`src/rtl/fp_acc_seq.sv`:
```
// Streaming fp32 accumulator: sums a run of operands through an external
// combinational adder and presents the sum with a beat count and NaN/Inf flags.
module fp_acc_seq #(
    parameter int CNT_W = 16
) (
    input  logic             clk,
    input  logic             rst,
    input  logic             in_valid,
    output logic             in_ready,
    input  logic [31:0]      in_data,
    input  logic             in_last,
    output logic [31:0]      add_a,
    output logic [31:0]      add_b,
    input  logic [31:0]      add_sum,
    output logic             out_valid,
    input  logic             out_ready,
    output logic [31:0]      out_data,
    output logic [CNT_W-1:0] out_count,
    output logic             out_nan,
    output logic             out_inf
);

    typedef enum logic [1:0] {
        IDLE = 2'd0,
        ACC  = 2'd1,
        DONE = 2'd2
    } state_t;

    localparam logic [CNT_W-1:0] CNT_MAX = {CNT_W{1'b1}};

    state_t           state;
    logic [31:0]      acc;
    logic [CNT_W-1:0] cnt;
    logic             accept;
    logic             acc_exp_ones;

    // The adder sees the running sum and the current operand every cycle;
    // its result is only captured when a beat is actually accepted.
    assign add_a  = acc;
    assign add_b  = in_data;
    assign accept = in_valid & in_ready;

    assign out_data     = acc;
    assign out_count    = cnt;
    assign acc_exp_ones = (acc[30:23] == 8'hFF);
    assign out_nan      = acc_exp_ones & (acc[22:0] != 23'd0);
    assign out_inf      = acc_exp_ones & (acc[22:0] == 23'd0);

    // in_ready/out_valid are registered alongside the state so they change
    // exactly on state transitions.
    always_ff @(posedge clk) begin
        if (rst) begin
            state     <= IDLE;
            acc       <= 32'h0000_0000;
            cnt       <= '0;
            in_ready  <= 1'b1;
            out_valid <= 1'b0;
        end else begin
            case (state)
                IDLE, ACC: begin
                    if (accept) begin
                        acc <= add_sum;
                        if (cnt != CNT_MAX)
                            cnt <= cnt + 1'b1;
                        if (in_last) begin
                            state     <= DONE;
                            in_ready  <= 1'b0;
                            out_valid <= 1'b1;
                        end else begin
                            state <= ACC;
                        end
                    end else if (state == IDLE) begin
                        acc <= 32'h0000_0000;
                        cnt <= '0;
                    end
                end
                DONE: begin
                    if (out_ready) begin
                        state     <= IDLE;
                        acc       <= 32'h0000_0000;
                        cnt       <= '0;
                        in_ready  <= 1'b1;
                        out_valid <= 1'b0;
                    end
                end
                default: begin
                    state     <= IDLE;
                    acc       <= 32'h0000_0000;
                    cnt       <= '0;
                    in_ready  <= 1'b1;
                    out_valid <= 1'b0;
                end
            endcase
        end
    end

endmodule

```
`config.mk`:
```
export PLATFORM = sky130hd
export DESIGN_NAME = fp_acc_seq
export DESIGN_NICKNAME = d
export VERILOG_FILES = /design/src/rtl/fp_acc_seq.sv
export SDC_FILE = /design/constraint.sdc
export NUM_CORES = 1
export LEC_CHECK = 0
export BUFFER_PORTS_ARGS = -buffer_cell sky130_fd_sc_hd__clkbuf_2
export CAP_MARGIN = 20
export CORE_UTILIZATION = 30
export DETAILED_ROUTE_END_ITERATION = 12
export GPL_TIMING_DRIVEN = 0
export HOLD_SLACK_MARGIN = 0.05
export PLACE_DENSITY = 0.71
export SYNTH_ARGS = -nofsm -noshare
export SYNTH_HDL_FRONTEND = slang
export SYNTH_SLANG_ARGS = --single-unit
```
`constraint.sdc`:
```
create_clock -name clk -period 2.05 [get_ports clk]
set_input_delay 0.205 -clock clk [delete_from_list [all_inputs] [get_ports clk]]
set_output_delay 0.205 -clock clk [all_outputs]
set_load 0.02 [all_outputs]
```
==> impl_metrics.ini, run 1 <==
[outcome]
status = finished clean

[place]
placed_cells = 571
dpl_cell_area_sq_mm = 0.00370
gp_congestion = 0.847
place_hpwl_mm = 6.38
portBuffers = 152

[critical_path]
critPathLaunchType = flop
r2r_slack_ns = 0.24
crit_path_end_kind = output port
path_max_fanout = 4
r2r_cells = 5
worstPathRequired_ns = 1.85
r2r_end = out_count[0]
crit_path_start = add_a[22]
rr_startpoint = out_count[0]
critPathArrivalTime_ns = 1.81
endpoint = out_inf
critical_path_class = flop to output port

[floorplan]
die_y_microns = 98.6
dieArea_sq_mm = 0.00972
ioPinCount = 185
std_cell_rows = 34
core_sq_mm = 0.00889
start_util_pct = 31.5
dieWidth_microns = 98.6

[sta]
min_period_ns = 2.01
worst_pin_slew_ns = 0.582
rsz0062_at_grt = yes
max_freq_mhz = 497
slew_violations = 0
hold_ws_ns = 0.137
finalCritPeriodShare_pct = 98.1
max_slew_margin_pct = 61.2
finalHoldViolCount = 0
finalSetupViolCount = 0
clock-skew-final_ns = 0.00453
tns_ns = 0

[clocking]
clk_pin_slew_worst_paths_ns = 0.11
clockBufferDepth = 2
insertion_delay_ns = 0.31
clock_sinks = 52
cts_root_buf = clkbuf_8
ctsHoldBuffers = 0
htree_num_levels = 2
tritoncts = done
numCtsBuffers = 5

[min_path]
hold_depth = 3
hp-start = add_sum[10]
hp-class = input pin to flop

[grt]
antenna_found_initial = 0
grt_use_total_pct = 16.1
grt_start_max_net_pins = 18
gr-total-overflow = 0
grt_pass1_wl_mm = 12.6
grt_pass1_vias = 2547

[routing]
wl_per_cell_microns = 14.3
drc = 0
detail-route-antenna-nets = 0
routed_wl_mm = 8.30
drtIter0Drc = 123
avgViaCountPerCell = 4.96
num_vias = 2875
drt_first_pass_iters = 4

[synth]
yosysSeqAreaShare_pct = 37.2
ys_types = 51
synth_ff_type = dfxtp_1
avgSynthCellArea_sq_um = 9.00
yosysWarnings = 0
syn-cell-area_sq_mm = 0.00280
syn_nets = 381
synth_edf_count = 0
synthesis.instances = 311
synth_seq_cells = 52
async_reset_ff_share_pct = 0

[flow_run]
maxCapViolCount = 0

[final_layout]
final_cells = 580
drive_above_1_share_pct = 53.6
n_fill_cell = 911
area_delta_synth_final_pct = 37.6
antenna_cells = 0
design_area_sq_mm = 0.00385
fin_nets = 541

[power_and_ir_drop]
leakage_nw = 1.89
power_density_mw_per_mm2 = 627
vdd_ir_drop_max_v = 0.000257
registers in the layout, indices dropped and copies added (netlist names):
name,flops
out_valid,1
add_a,32
out_count,16
in_ready,1
state,2
cells in the mapped netlist, types with 4 or more instances:
cell / n / area, sq um
clkbuf_1: 9 / 33.8
nand4_1: 4 / 25.0
nand3_1: 5 / 25.0
nand2_1: 10 / 37.5
buf_4: 67 / 503
inv_1: 5 / 18.8
a21oi_1: 7 / 35.0
a22oi_1: 32 / 240
o21ai_0: 6 / 30.0
a211oi_1: 5 / 37.5
nor2_1: 38 / 143
nor4_1: 11 / 68.8
dfxtp_1: 52 / 1040
and3_1: 4 / 25.0
nor3_1: 5 / 25.0
per-layer routing:
layer | GRT usage [%] | share of wire [%] | vias up
met5 | 0 | 0 | -
met3 | 2.13 | 5.9 | 7
met1 | 20.0 | 43 | 1351
met2 | 28.9 | 51 | 118
li1 | - | - | 1399
met4 | 4.82 | 0.92 | 0
where the power goes:
group	total [mW]	internal, mW	switching, mW
Clock	0.740	0.369	0.371
Combinational	0.576	0.251	0.325
Sequential	1.10	1.05	0.0525
cells by family (layout without fill, tap and decap cells):
logic type	after synthesis	in the layout	synth area share, %
DFF	52	52	37.2
xor gates and xnor gates	2	2	0.626
and+or+nand+nor	92	92	18.5
muxes	3	3	1.12
AOI/OAI and AO/OA	77	77	21.7
buffers and inverters	84	245	20.4
adders and majority gates	1	1	0.447
cell type report:
class                           count  area, sq um  share of cell area, %
Multi-Input combinational cell    175         1220                   31.6
Sequential cell                    52         1050                   27.1
Timing Repair Buffer              153          771                   20.0
Buffer                             79          552                   14.3
Tap cell                          108          135                   3.51
Clock buffer                        5         68.8                   1.79
Clock inverter                      3         46.3                   1.20
Inverter                            5         18.8                  0.487
worst min path at each step:
stage                            to  slack [ns]
after detailed placement  add_a[10]        0.46
after global placement    add_a[17]        0.46
after floorplan            state[1]        0.35
after global routing      add_a[10]        0.13
final                     add_a[10]        0.14
after CTS                 add_a[10]        0.13
critical path, cell delays in order (launching register included):
cell and delay [ns]:
dfxtp_4 0.39, nor4_4 0.32, nand4_1 0.20, nor4_2 0.38
buf_4 0.20
timing repair:
action / in CTS / in global routing
resized for setup: 4 / 5
endpoints found under the hold margin: 0 / 0
endpoints found under the setup margin: 1 / 1
setup buffers: 0 / 1
pin swaps: 2 / 3
stage by stage:
stage / worst slack, ns / power [mW] / utilization [%]
floorplan: 0.279 / 1.50 / -
global placement: 0.103 / 1.68 / 41.6
detailed placement: 0.115 / 1.69 / 41.6
CTS: 0.00814 / 2.44 / 43.2
global route: -0.0507 / 2.54 / 43.3
finish: 0.0395 / 2.42 / 43.3
layout by cell type, fill, tap and decap left out, drive strengths merged, types with 3 or more instances in the layout:
cell    instances
clkbuf        165
buf            72
dfxtp          52
nor2           39
a22oi          32
nor4           11
nand2          10
a21oi           7
nand4           7
o21ai           6
nor3            6
inv             6
nand3           6
a211oi          5
and3            4
a31oi           4
a211o           3
o31ai           3
No activity file was read; power rests on OpenSTA's default activity.
==> run 2: changes to the inputs <==
Settings changed: CORE_ASPECT_RATIO from default to 0.6, CORE_UTILIZATION 30 to 42, CTS_CLUSTER_SIZE from default to 28, PLACE_DENSITY 0.71 to 0.9.
==> impl_metrics.ini, run 2 (synthesis gave the netlist of run 1 again) <==
[power_and_ir_drop]
comb_power_share_pct = 24.1
seqPwrFrac_pct = 46.6
clkPwrFrac_pct = 29.3
vdd_ir_drop_max_v = 0.000414
power_density_mw_per_mm2 = 623
leakage_nw = 1.88
power.total_mw = 2.37
switching_share_pct = 29.9
p_sw_mw = 0.709
intPower_mw = 1.66

[final_layout]
largest_reg_flops = 32
final_cells = 555
area_delta_synth_final_pct = 35.7
drive_above_1_share_pct = 52.9
fin_util_pct = 60.5
register_area_sq_mm = 0.00104
n_fill_cell = 566
final_cell_mix = clkbuf_2, buf_4, dfxtp_1
multi_input_area_sq_mm = 0.00121
final_common_cell = clkbuf_2
antenna_cells = 0
design_area_sq_mm = 0.00380
fin_nets = 540

[floorplan]
start_util_pct = 44.6
core_sq_mm = 0.00628
die_y_microns = 65.2
std_cell_rows = 22
ioPinCount = 185
dieWidth_microns = 107
dieArea_sq_mm = 0.00701

[place]
gp_congestion = 0.879
place_hpwl_mm = 6.60
pre_cts_slack_ns = 0.215
placed_cells = 547
portBuffers = 152
dpl_cell_area_sq_mm = 0.00367

[grt]
antenna_found_initial = 0
gr-total-overflow = 0
grt_start_max_net_pins = 17
grt_use_total_pct = 22.4
grt_pass1_vias = 2446
grt_pass1_wl_mm = 12.2

[outcome]
status = finished clean

[critical_path]
slowest_delay_ns = 0.38
path_max_fanout = 4
crit_path_end_kind = output port
cp_slowest_cell = dfxtp_1
worstPathRequired_ns = 1.85
critical_path_class = flop to output port
crit_chain = nor4_4 > nand4_1 > nor4_1 > clkbuf_2
critical_path_buf_inv_count = 1
critPathArrivalTime_ns = 1.77
critPathLaunchType = flop
critPathTopFamily = simple AND/OR/NAND/NOR gates

[clocking]
clk_pin_slew_worst_paths_ns = 0.09
clockBufferDepth = 2
clock_sinks = 52
numCtsBuffers = 5
ctsHoldBuffers = 0
htree_num_levels = 2
tritoncts = done
insertion_delay_ns = 0.30
cts_root_buf = clkbuf_8

[sta]
hold_ws_ns = 0.161
max_freq_mhz = 507
finalCritPeriodShare_pct = 96.1
max_slew_margin_pct = 62.1
finalHoldViolCount = 0
slew_violations = 0
setup_ws_ns = 0.0792
rsz0062_at_grt = no
min_period_ns = 1.97
finalSetupViolCount = 0
clock-skew-final_ns = 0.0123
worst_pin_slew_ns = 0.569
tns_ns = 0

[routing]
detail-route-antenna-nets = 0
routed_wl_mm = 8.26
drtIter0Drc = 158
num_vias = 2844
wl_per_cell_microns = 14.9
avgViaCountPerCell = 5.12
drt_first_pass_iters = 4
drc = 0

[min_path]
hp-class = input pin to flop

[flow_run]
maxCapViolCount = 0
==> run 2: cell count changes in the layout (fill, tap and decap cells not counted) <==
cell / previous run / this run
nor4_2: 2 / 1
nor4_1: 8 / 9
inv_6: 1 / 0
clkinv_2: 0 / 1
buf_4: 69 / 67
clkbuf_2: 151 / 152
dfxtp_2: 1 / 0
dfxtp_1: 50 / 52
dfxtp_4: 1 / 0
==> run 2: layout make-up <==
type | count | area share [%]
Tap cell | 84 | 2.77
Inverter | 5 | 0.494
Sequential cell | 52 | 27.4
Clock buffer | 5 | 1.81
Multi-Input combinational cell | 175 | 31.9
Timing Repair Buffer | 152 | 20.0
Clock inverter | 3 | 1.12
Buffer | 79 | 14.5
==> run 2: power groups by stage <==
stage / registers (mW) / clock network (mW) / logic (mW)
after floorplan: 1.16 / 0 / 0.343
after global routing: 1.11 / 0.752 / 0.614
after detailed placement: 1.12 / 0 / 0.568
final: 1.10 / 0.693 / 0.571
after global placement: 1.12 / 0 / 0.557
after CTS: 1.10 / 0.702 / 0.570
==> run 2: routing by layer <==
| layer | routed length [microns] | track usage [%] | up-vias | share of wire, % |
|---|---|---|---|---|
| met5 | 0 | 0 | - | 0 |
| met4 | 40 | 2.91 | 0 | 0.48 |
| met3 | 569 | 4.96 | 4 | 6.9 |
| met2 | 3730 | 35.4 | 117 | 45 |
| met1 | 3920 | 31.8 | 1332 | 48 |
| li1 | - | - | 1391 | - |
==> run 2: what timing repair did <==
action	4_1_cts	5_1_grt
setup buffers	0	0
pin swaps	0	0
endpoints found under the setup margin	1	1
resized for setup	1	2
==> run 2: tightest hold or removal path, stage by stage <==
cell	delay (ns)
clkbuf_2	0.08
a22oi_1	0.07
nor2_1	0.08
==> run 2: worst paths after layout <==
path / startpoint / endpoint / slack [ns] / cells past startpoint
min reg2reg: out_valid / out_valid / 0.54 / 2
max reg2reg: out_count[1] / out_count[0] / 0.18 / 5
max: add_a[0] / out_inf / 0.08 / 4
min: add_sum[11] / add_a[11] / 0.16 / 3
